<file path="config.mk">
export PLATFORM = sky130hd
export DESIGN_NAME = sopc_gpio
export DESIGN_NICKNAME = d
export VERILOG_FILES = /design/src/rtl/sopc_gpio.sv
export SDC_FILE = /design/constraint.sdc
export NUM_CORES = 1
export LEC_CHECK = 0
export CAP_MARGIN = 15
export CORE_UTILIZATION = 38
export DETAILED_ROUTE_END_ITERATION = 7
export PLACE_DENSITY_LB_ADDON = 0.25
export SLEW_MARGIN = 20
export SYNTH_ARGS = -nofsm -noshare
export SYNTH_HDL_FRONTEND = slang
export SYNTH_SLANG_ARGS = --single-unit
</file>
<file path="constraint.sdc">
create_clock -name clk -period 1.8 [get_ports clk]
set_input_delay 0.36 -clock clk [delete_from_list [all_inputs] [get_ports clk]]
set_output_delay 0.36 -clock clk [all_outputs]
set_load 0.005 [all_outputs]
</file>
<file path="src/rtl/sopc_gpio.sv">
// sopc_gpio: memory-mapped GPIO peripheral for the RISC-V SOPC.
//   Synchronises and (optionally) debounces KEY_W active-low push-buttons,
//   drives LED_W LEDs from a register, and raises a level interrupt on
//   enabled key-press (debounced falling) edges.
//
// Build option:
//   SOPC_GPIO_DEBOUNCE_EN  defined   -> per-key debouncer, KEY latency 2+DEB_CYCLES
//                          undefined -> KEY is the synchroniser output, latency 2,
//                                       DEB_CYCLES is ignored
//
// Register map (byte address, bits [1:0] ignored):
//   0x0 LED      RW  [LED_W-1:0]
//   0x4 KEY      RO  debounced level (writes ignored)
//   0x8 IRQ_EN   RW  per-key interrupt enable
//   0xC IRQ_STAT W1C sticky press flags (a new press wins over a clear)
//
// Ports:
//   clk        system clock
//   rst_n      asynchronous active-low reset
//   bus_req    one-cycle access request
//   bus_we     1 = write, 0 = read (qualified by bus_req)
//   bus_addr   byte address [3:0]
//   bus_wdata  write data
//   bus_rdata  read data, valid during bus_ack, else 0
//   bus_ack    one-cycle acknowledge, cycle after bus_req
//   key        raw keys, active-low, idle 1
//   led        LED drive (LED register value)
//   irq        level interrupt, |(IRQ_STAT & IRQ_EN), registered
module sopc_gpio #(
  parameter int KEY_W      = 4,
  parameter int LED_W      = 4,
  parameter int DEB_CYCLES = 1000000
) (
  input  logic             clk,
  input  logic             rst_n,
  input  logic             bus_req,
  input  logic             bus_we,
  input  logic [3:0]       bus_addr,
  input  logic [31:0]      bus_wdata,
  output logic [31:0]      bus_rdata,
  output logic             bus_ack,
  input  logic [KEY_W-1:0] key,
  output logic [LED_W-1:0] led,
  output logic             irq
);

  logic [LED_W-1:0] led_q, led_d;
  logic [KEY_W-1:0] en_q, en_d;
  logic [KEY_W-1:0] stat_q, stat_d;
  logic             irq_q, irq_d;
  logic             ack_q, ack_d;
  logic [31:0]      rdata_q, rdata_d;
  logic [KEY_W-1:0] sync1_q, sync1_d;
  logic [KEY_W-1:0] sync2_q, sync2_d;

  logic [KEY_W-1:0] key_lvl;   // level visible in the KEY register
  logic [KEY_W-1:0] press;     // 1->0 transition of key_lvl at this edge
  logic [KEY_W-1:0] w1c;
  logic [1:0]       sel;

  // Low address bits and unused write-data bits are don't-care.
  logic unused_bus;
  assign unused_bus = ^{bus_addr[1:0], bus_wdata};

  assign sel = bus_addr[3:2];

  always_comb begin
    sync1_d = key;
    sync2_d = sync1_q;
  end

`ifdef SOPC_GPIO_DEBOUNCE_EN
  localparam int CNT_W = $clog2(DEB_CYCLES);
  localparam logic [CNT_W-1:0] CNT_TC = CNT_W'(DEB_CYCLES - 1);

  logic [KEY_W-1:0]            deb_q, deb_d;
  logic [KEY_W-1:0][CNT_W-1:0] cnt_q, cnt_d;

  // Counter only runs while the sample disagrees with the debounced state;
  // any agreement restarts the count, so only a stable change gets through.
  always_comb begin
    deb_d = deb_q;
    cnt_d = cnt_q;
    for (int i = 0; i < KEY_W; i++) begin
      if (sync2_q[i] == deb_q[i]) begin
        cnt_d[i] = '0;
      end else if (cnt_q[i] == CNT_TC) begin
        deb_d[i] = sync2_q[i];
        cnt_d[i] = '0;
      end else begin
        cnt_d[i] = cnt_q[i] + CNT_W'(1);
      end
    end
  end

  always_ff @(posedge clk or negedge rst_n) begin
    if (!rst_n) begin
      deb_q <= '1;
      cnt_q <= '0;
    end else begin
      deb_q <= deb_d;
      cnt_q <= cnt_d;
    end
  end

  assign key_lvl = deb_q;
  assign press   = deb_q & ~deb_d;
`else
  logic [31:0] unused_deb;
  assign unused_deb = 32'(DEB_CYCLES);

  assign key_lvl = sync2_q;
  assign press   = sync2_q & ~sync2_d;
`endif

  always_comb begin
    led_d   = led_q;
    en_d    = en_q;
    w1c     = '0;
    ack_d   = bus_req;
    rdata_d = '0;
    if (bus_req && bus_we) begin
      case (sel)
        2'd0:    led_d = bus_wdata[LED_W-1:0];
        2'd2:    en_d  = bus_wdata[KEY_W-1:0];
        2'd3:    w1c   = bus_wdata[KEY_W-1:0];
        default: ;
      endcase
    end
    if (bus_req && !bus_we) begin
      case (sel)
        2'd0:    rdata_d = 32'(led_q);
        2'd1:    rdata_d = 32'(key_lvl);
        2'd2:    rdata_d = 32'(en_q);
        default: rdata_d = 32'(stat_q);
      endcase
    end
    // Set has priority over clear so a press coinciding with a clear is kept.
    stat_d = (stat_q & ~w1c) | press;
    irq_d  = |(stat_q & en_q);
  end

  always_ff @(posedge clk or negedge rst_n) begin
    if (!rst_n) begin
      led_q   <= '0;
      en_q    <= '0;
      stat_q  <= '0;
      irq_q   <= 1'b0;
      ack_q   <= 1'b0;
      rdata_q <= '0;
      sync1_q <= '1;
      sync2_q <= '1;
    end else begin
      led_q   <= led_d;
      en_q    <= en_d;
      stat_q  <= stat_d;
      irq_q   <= irq_d;
      ack_q   <= ack_d;
      rdata_q <= rdata_d;
      sync1_q <= sync1_d;
      sync2_q <= sync2_d;
    end
  end

  assign led       = led_q;
  assign irq       = irq_q;
  assign bus_ack   = ack_q;
  assign bus_rdata = rdata_q;

endmodule
</file>
==> results.yml, run 1 <==
cts:
  hold_buffers: 0
  root_buffer: "clkbuf_4"
  postCtsSetupRepairBufs: 0
  clk_latency_ns: 0.32
  cts_tree: "done"
  h-tree-depth: 1
  max-clock-path-buffers: 2
  cts_inserted_buffers: 3
  path_clk_slew_ns: 0.15
  cts_resized: 0
  cts_sinks: 26
power:
  p_leak_nw: 0.723
  swShare: 0.228
  ir_drop_mv: 0.383
  powerDensity_mw_per_mm2: 877
  intPower_mw: 1.02
  comb_power_share: 0.176
  seqPwrFrac: 0.523
  clkPwrFrac: 0.301
  switchingPower_uw: 303
detailed_routing:
  viasPerCell: 4.28
  vias: 744
  avgRoutedWirePerCell_um: 11.3
  ant_nets: 0
  dr.pass1.iters: 4
  routed_wl_um: 1960
  drc: 0
  first_iter_violations: 9
sta:
  final.period_utilization: 0.883
  rsz0062_at_grt: "no"
  finalHoldViolCount: 0
  final_max_slew_viol_count: 0
  tns_ns: 0
  fin_skew_ns: 0.00790
  final-setup-viol-count: 0
  whs_ns: 0.368
  max_freq_ghz: 0.629
  min_period_ns: 1.59
global_route:
  antenna_found_initial: 0
  grt_pass1_wl_um: 3270
  grt_use_met1: 0.172
  grt_use_met3: 0.0262
  grt_pass1_vias: 701
  gr-usage-all-layers: 0.128
  use_met2: 0.207
  grt_overflow: 0
  top_usage_layer: "met2"
  grt_start_max_net_pins: 27
finish:
  drive_gt1_frac: 0.223
  fill_cells: 282
  area_growth_pct: 20.3
  final_nets: 175
  finalInstanceArea_mm2: 0.00151
  fin_util: 0.488
  antenna_cells: 0
floorplan:
  io_pins: 82
  die_x_um: 59.6
  std_cell_rows: 20
  die_y_um: 59.6
  coreArea_mm2: 0.00310
  die_area_mm2: 0.00355
  initial_core_util: 0.406
place:
  place_hpwl_um: 1510
  port_buffers: 23
  placed_cell_area_mm2: 0.00146
  gp_congestion: 0.767
yosys:
  ys_seq_area_frac: 0.525
  yosys_warnings: 0
  synthTopCellsByArea: "dfrtp_1, buf_4, dfstp_2"
  synth_top_cell_area_share: 0.358
  synth_common_cells: "buf_4, dfrtp_1"
  synth_enable_flop_cells: 0
  synth_most_common_cell: "buf_4"
  synth_largest_area_cell: "dfrtp_1"
  synth_async_sr_flop_share: 1.00
  synth_seq_cells: 26
  yosys.cell_types.count: 18
  synth_ff_type: "dfrtp_1"
  syn_area_mm2: 0.00126
  synthCells: 100
  postSynthAreaPerCell_um2: 12.6
setup_path:
  cp_top_family: "buffers and inverters"
  path_cells: "clkdlybuf4s50_1"
  crit_required_ns: 1.44
  cp.buffers_inverters: 1
  startpoint_type: "register"
  cp.arrival_ns: 1.23
  critPathSlowestCell: "clkdlybuf4s50_1"
  criticalPathCategory: "reg -> out"
  endpoint_kind: "output pin"
  worstPathMaxFanout: 3
  max_stage_delay_ns: 0.51
flow_run:
  cap_viol_max_count: 0
status:
  outcome: "completed"
hold_path:
  min-delay-path-class: "in -> async"
-- power groups by stage --
stage / Clock [mW] / Combinational [mW] / Sequential, mW
6_report: 0.400 / 0.234 / 0.695
5_1_grt: 0.444 / 0.260 / 0.705
4_1_cts: 0.413 / 0.236 / 0.695
3_5_place_dp: 0 / 0.236 / 0.706
3_3_place_gp: 0 / 0.232 / 0.703
2_1_floorplan: 0 / 0.147 / 0.700
-- registers in the layout, summed over array words and instances (netlist names) --
name	count
sync1_q	4
en_q	4
led	4
stat_q	4
bus_ack	1
irq	1
bus_rdata	4
key_lvl	4
-- per-stage QoR --
step / worst slack [ns] / instances / power, mW
after floorplan: 0.657 / 127 / 0.847
after global placement: 0.0866 / 170 / 0.935
after detailed placement: 0.0786 / 170 / 0.941
after CTS: 0.186 / 174 / 1.34
after global routing: 0.128 / 174 / 1.41
final: 0.211 / 174 / 1.33
-- metal layers --
layer,routed length (um),part of all wire
met1,902,0.46
met3,119,0.061
met4,10,0.0051
met2,932,0.47
met5,0,0
-- area by class of cell --
type | count | area [um^2] | share of cell area
clock buffers | 3 | 22.5 | 0.0149
clock inverters | 1 | 30.0 | 0.0198
inverters | 8 | 30.0 | 0.0198
multi-input cells | 64 | 448 | 0.296
flip-flops and latches | 26 | 661 | 0.436
well taps | 44 | 55.1 | 0.0364
repair buffers | 28 | 268 | 0.177
-- path summary, 6_finish.rpt --
| kind | startpoint | endpoint | slack [ns] | cells past startpoint |
|---|---|---|---|---|
| max | led[1] | led[1] | 0.21 | 1 |
| min | rst_n | led[0] | 0.37 | 2 |
| max reg2reg | key_lvl[2] | bus_rdata[2] | 0.92 | 2 |
| min reg2reg | sync1_q[1] | key_lvl[1] | 0.38 | 0 |
| max in group asynchronous | rst_n | key_lvl[2] | 1.13 | 2 |
| min in group clk | sync1_q[1] | key_lvl[1] | 0.38 | 0 |
-- layout by cell type (no fill, tap or decap) --
cell type        instances
a22oi_1                  2
dfstp_2                  8
bufinv_16                1
nand2_1                  1
o22ai_1                  4
o221ai_1                 4
mux2i_1                  8
clkdlybuf4s50_1         23
inv_1                    8
clkbuf_4                 3
buf_4                    5
and4bb_4                 1
and4_2                   1
conb_1                  28
nand2b_1                 4
nand3b_1                 1
or3b_4                   1
nand4b_4                 1
dfrtp_1                 18
mux2_2                   8
-- logic make-up after synthesis --
| family | synth area share |
|---|---|
| AO/OA/AOI/OAI | 0.0596 |
| flip-flops | 0.525 |
| multiplexers | 0.135 |
| AND/OR/NAND/NOR | 0.0775 |
| other | 0.00298 |
| buffers and inverters | 0.200 |
No activity file was read; power rests on OpenSTA's default activity.
==> run 2: changes to the inputs <==
Settings changed: ABC_AREA set to 1, SETUP_SLACK_MARGIN set to 0.4.
==> run 2 against run 1 <==
Compared with the run above:
- sequential cell count did not move
- via count up 26%
- non-clock buffer count rose by 5
==> results.yml, run 2 <==
status:
  outcome: "completed"
hold_path:
  min-delay-path-class: "in -> async"
finish:
  final_nets: 219
  fill_cells: 302
  antenna_cells: 0
  final_common_cell: "conb_1"
  drive_gt1_frac: 0.132
  mostFrequentLayoutCells: "conb_1, nand2_1, o21ai_0"
  area_growth_pct: 22.5
sta:
  fin_skew_ns: 0.0138
  rsz0062_at_grt: "no"
  final-setup-viol-count: 0
  max_freq_ghz: 0.728
  final.period_utilization: 0.763
  tns_ns: 0
  final_max_slew_viol_count: 0
  min_period_ns: 1.37
  finalHoldViolCount: 0
yosys:
  synth_common_cells: "buf_4, nand2_1, o21ai_0"
  postSynthAreaPerCell_um2: 8.97
  yosys_warnings: 0
  synth_largest_area_cell: "dfrtp_1"
  yosys.cell_types.count: 12
  synth_async_sr_flop_share: 1.00
  synth_most_common_cell: "buf_4"
  synthCells: 140
  synth_seq_cells: 26
  synth_enable_flop_cells: 0
  synth_ff_type: "dfrtp_1"
  syn_area_mm2: 0.00126
  synthTopCellsByArea: "dfrtp_1, buf_4, dfstp_2"
  synth_top_cell_area_share: 0.359
  ys_seq_area_frac: 0.526
setup_path:
  startpoint: "led[2]"
  r2r-start: "led[2]"
  rr_worst_depth: 6
  critical_path_depth: 1
  endpoint: "led[2]"
  r2r_slack_ns: 0.79
  cp.buffers_inverters: 1
  endpoint_kind: "output pin"
  startpoint_type: "register"
  cp.arrival_ns: 1.01
  cp_top_family: "flip-flops"
  critPathSlowestCell: "dfrtp_1"
  max_stage_delay_ns: 0.42
  worstPathMaxFanout: 2
  crit_required_ns: 1.44
  path_cells: "dlygate4sd2_1"
  rr_endpoint: "bus_rdata[2]"
  criticalPathCategory: "reg -> out"
detailed_routing:
  ant_nets: 0
  vias: 936
  first_iter_violations: 15
  dr.pass1.iters: 5
  routed_wl_um: 2170
  avgRoutedWirePerCell_um: 9.94
  drc: 0
  viasPerCell: 4.29
cts:
  root_buffer: "clkbuf_4"
  cts_inserted_buffers: 3
  h-tree-depth: 1
  cts_sinks: 26
  max-clock-path-buffers: 2
  cts_tree: "done"
  path_clk_slew_ns: 0.15
  clk_latency_ns: 0.32
power:
  powerDensity_mw_per_mm2: 857
  ir_drop_mv: 0.559
  p_leak_nw: 0.822
  finalPower_mw: 1.32
global_route:
  grt_pass1_vias: 832
  grt_overflow: 0
  gr-usage-all-layers: 0.138
  grt_start_max_net_pins: 27
  grt_pass1_wl_um: 3660
  antenna_found_initial: 0
floorplan:
  std_cell_rows: 20
  die_x_um: 59.5
  initial_core_util: 0.405
  io_pins: 82
  coreArea_mm2: 0.00310
  die_area_mm2: 0.00354
  die_y_um: 59.5
flow_run:
  cap_viol_max_count: 0
place:
  gp_congestion: 0.754
  port_buffers: 23
  place_hpwl_um: 1550
[run 2: cells by family (layout without fill, tap and decap cells)]
group | count (synthesis) | count (layout) | share of synthesized area
AO/OA/AOI/OAI | 20 | 20 | 0.0797
buffers and inverters | 46 | 53 | 0.230
flip-flops | 26 | 26 | 0.526
other | 1 | 28 | 0.00299
AND/OR/NAND/NOR | 47 | 47 | 0.161
[run 2: per-stage QoR]
step	setup slack [ns]	util	std cells	area [um^2]	hold WS, ns
after global routing	0.393	0.496	218	1540	0.382
after detailed placement	0.0644	0.468	209	1450	0.356
after global placement	0.0870	0.468	209	1450	0.355
final	0.427	0.496	218	1540	0.371
after floorplan	0.872	-	167	1360	0.0644
after CTS	0.226	0.488	216	1520	0.375
[run 2: final cells by class]
class | instances | area (um^2) | share of cell area
Tap cell | 44 | 55.1 | 0.0358
Clock buffer | 3 | 22.5 | 0.0146
Sequential cell | 26 | 661 | 0.429
Multi-Input combinational cell | 95 | 408 | 0.265
Timing Repair Buffer | 33 | 303 | 0.197
Inverter | 16 | 60.1 | 0.0390
Clock inverter | 1 | 30.0 | 0.0195
[run 2: worst min-delay path by stage]
stage | to | slack (ns) | depth (start not counted)
6_report | en_q[2] | 0.37 | 2
2_1_floorplan | bus_ack | 0.06 | 0
4_1_cts | key_lvl[0] | 0.37 | 0
3_5_place_dp | key_lvl[0] | 0.36 | 0
5_1_grt | bus_ack | 0.38 | 2
3_3_place_gp | key_lvl[3] | 0.35 | 0
[run 2: routing by layer]
metal / part of all wire / global-route usage / vias up
met5: 0 / 0 / -
met4: 0.018 / 0.0598 / 0
met3: 0.067 / 0.0197 / 5
met2: 0.43 / 0.223 / 51
met1: 0.48 / 0.185 / 428
li1: - / - / 452
[run 2: where the power goes]
part | total, mW | switching (mW) | internal (mW)
Combinational | 0.234 | 0.113 | 0.121
Sequential | 0.687 | 0.0364 | 0.651
Clock | 0.397 | 0.172 | 0.225
[run 2: timing repair]
action	4_1_cts	5_1_grt
buffers inserted	3	2
hold buffers	0	0
endpoints found under the setup margin	10	12
pin swaps	0	0
gates resized for setup	9	4
==> run 3: changes to the inputs <==
Settings changed: CORE_UTILIZATION 38 to 32.
Clock period 1.8 ns to 1.15 ns, I/O delays scaled along.
==> run 3 against run 2 <==
Compared with the run above:
- clock power up 25%
- critical path depth unchanged
- sequential share of layout area down 4.4 points
- clock-buffer cell count unchanged
- combinational power up 100%
- die area up 18%
==> results.yml, run 3 (same netlist as run 2, synthesis figures left out) <==
place:
  place_hpwl_um: 1650
  gp_congestion: 0.838
  port_buffers: 23
  dpl.cell_count: 217
  placed_cell_area_mm2: 0.00152
setup_path:
  max_stage_delay_ns: 0.40
  path_cells: "buf_2"
  worstPathMaxFanout: 2
  startpoint: "led[0]"
  cp.arrival_ns: 0.80
  r2r_slack_ns: 0.19
  crit_required_ns: 0.92
  r2r-start: "led[3]"
  startpoint_type: "register"
  cp_top_family: "flip-flops"
  critPathSlowestCell: "dfrtp_1"
  cp.buffers_inverters: 1
  endpoint_kind: "output pin"
  criticalPathCategory: "reg -> out"
power:
  intPower_mw: 1.49
  p_leak_nw: 0.896
  swShare: 0.271
  clkPwrFrac: 0.242
  comb_power_share: 0.229
  switchingPower_uw: 555
  seqPwrFrac: 0.529
  powerDensity_mw_per_mm2: 1190
  ir_drop_mv: 0.497
global_route:
  grt_start_max_net_pins: 27
  grt_pass1_vias: 895
  antenna_found_initial: 0
  grt_overflow: 0
  grt_pass1_wl_um: 3950
  gr-usage-all-layers: 0.125
cts:
  path_clk_slew_ns: 0.08
  cts_sinks: 26
  max-clock-path-buffers: 2
  cts_inserted_buffers: 3
  h-tree-depth: 1
  cts_tree: "done"
  hold_buffers: 0
  root_buffer: "clkbuf_8"
  clk_latency_ns: 0.26
floorplan:
  std_cell_rows: 22
  coreArea_mm2: 0.00372
  die_x_um: 64.7
  die_area_mm2: 0.00418
  initial_core_util: 0.338
  io_pins: 82
  die_y_um: 64.7
detailed_routing:
  vias: 976
  first_iter_violations: 10
  viasPerCell: 4.26
  avgRoutedWirePerCell_um: 11.0
  drc: 0
  routed_wl_um: 2510
  ant_nets: 0
  dr.pass1.iters: 4
sta:
  final.period_utilization: 0.893
  final-setup-viol-count: 0
  min_period_ns: 1.03
  max_freq_ghz: 0.974
  rsz0062_at_grt: "yes"
  final_max_slew_viol_count: 0
  whs_ns: 0.312
  finalHoldViolCount: 0
  fin_skew_ns: 0.000974
flow_run:
  cap_viol_max_count: 0
finish:
  final_common_cell: "conb_1"
  fill_cells: 345
  final_nets: 227
  multiInputGateArea_um2: 503
  antenna_cells: 0
  instances_no_fill: 229
  area_growth_pct: 36.5
  regArea_um2: 661
  finalInstanceArea_mm2: 0.00171
  mostFrequentLayoutCells: "conb_1, dfrtp_1, o21ai_1"
  drive_gt1_frac: 0.387
hold_path:
  min-delay-path-class: "in -> async"
status:
  outcome: "completed"
## run 3: worst register-to-register path, cell delays in order (launching register included)
cell and delay (ns):
dfrtp_1 0.39, buf_4 0.14, buf_6 0.11, nand2_4 0.06, nand3_2 0.07, nand2_1 0.07
inv_1 0.03
## run 3: routing by layer
layer	vias up	wire length, um	track usage
li1	465	-	-
met1	440	1160	0.162
met2	64	1100	0.191
met3	7	181	0.0264
met4	0	65	0.0722
met5	-	0	0
## run 3: layout make-up
type	count	share of cell area
clock buffers	3	0.0241
inverters	16	0.0380
multi-input cells	95	0.293
flip-flops and latches	26	0.385
well taps	48	0.0350
repair buffers	41	0.224
## run 3: final timing paths
path / to / cells past startpoint
min in group clk: bus_ack / 2
max in group asynchronous: sync1_q[2] / 2
min: led[3] / 2
max: led[0] / 1
min reg2reg: key_lvl[3] / 0
max reg2reg: bus_rdata[3] / 6
## run 3: per-stage QoR
stage	setup TNS [ns]	util	worst slack, ns	power (mW)
after floorplan	0	-	0.375	1.30
after global placement	-3.57	0.409	-0.279	1.49
after detailed placement	-3.72	0.409	-0.326	1.49
after CTS	0	0.423	0.123	1.99
after global routing	0	0.461	0.0942	2.17
final	0	0.461	0.123	2.05
## run 3: power by group through the flow
stage | registers, mW | clock network, mW | logic [mW]
6_report | 1.08 | 0.495 | 0.468
5_1_grt | 1.09 | 0.562 | 0.517
4_1_cts | 1.08 | 0.522 | 0.388
3_5_place_dp | 1.09 | 0 | 0.400
3_3_place_gp | 1.09 | 0 | 0.395
2_1_floorplan | 1.09 | 0 | 0.213
## run 3: timing repair
| action | CTS | global route |
|---|---|---|
| cloned | 2 | 0 |
| resized for setup | 81 | 33 |
| setup endpoints to repair | 26 | 27 |
| pin swaps | 13 | 13 |
| setup buffers | 0 | 7 |
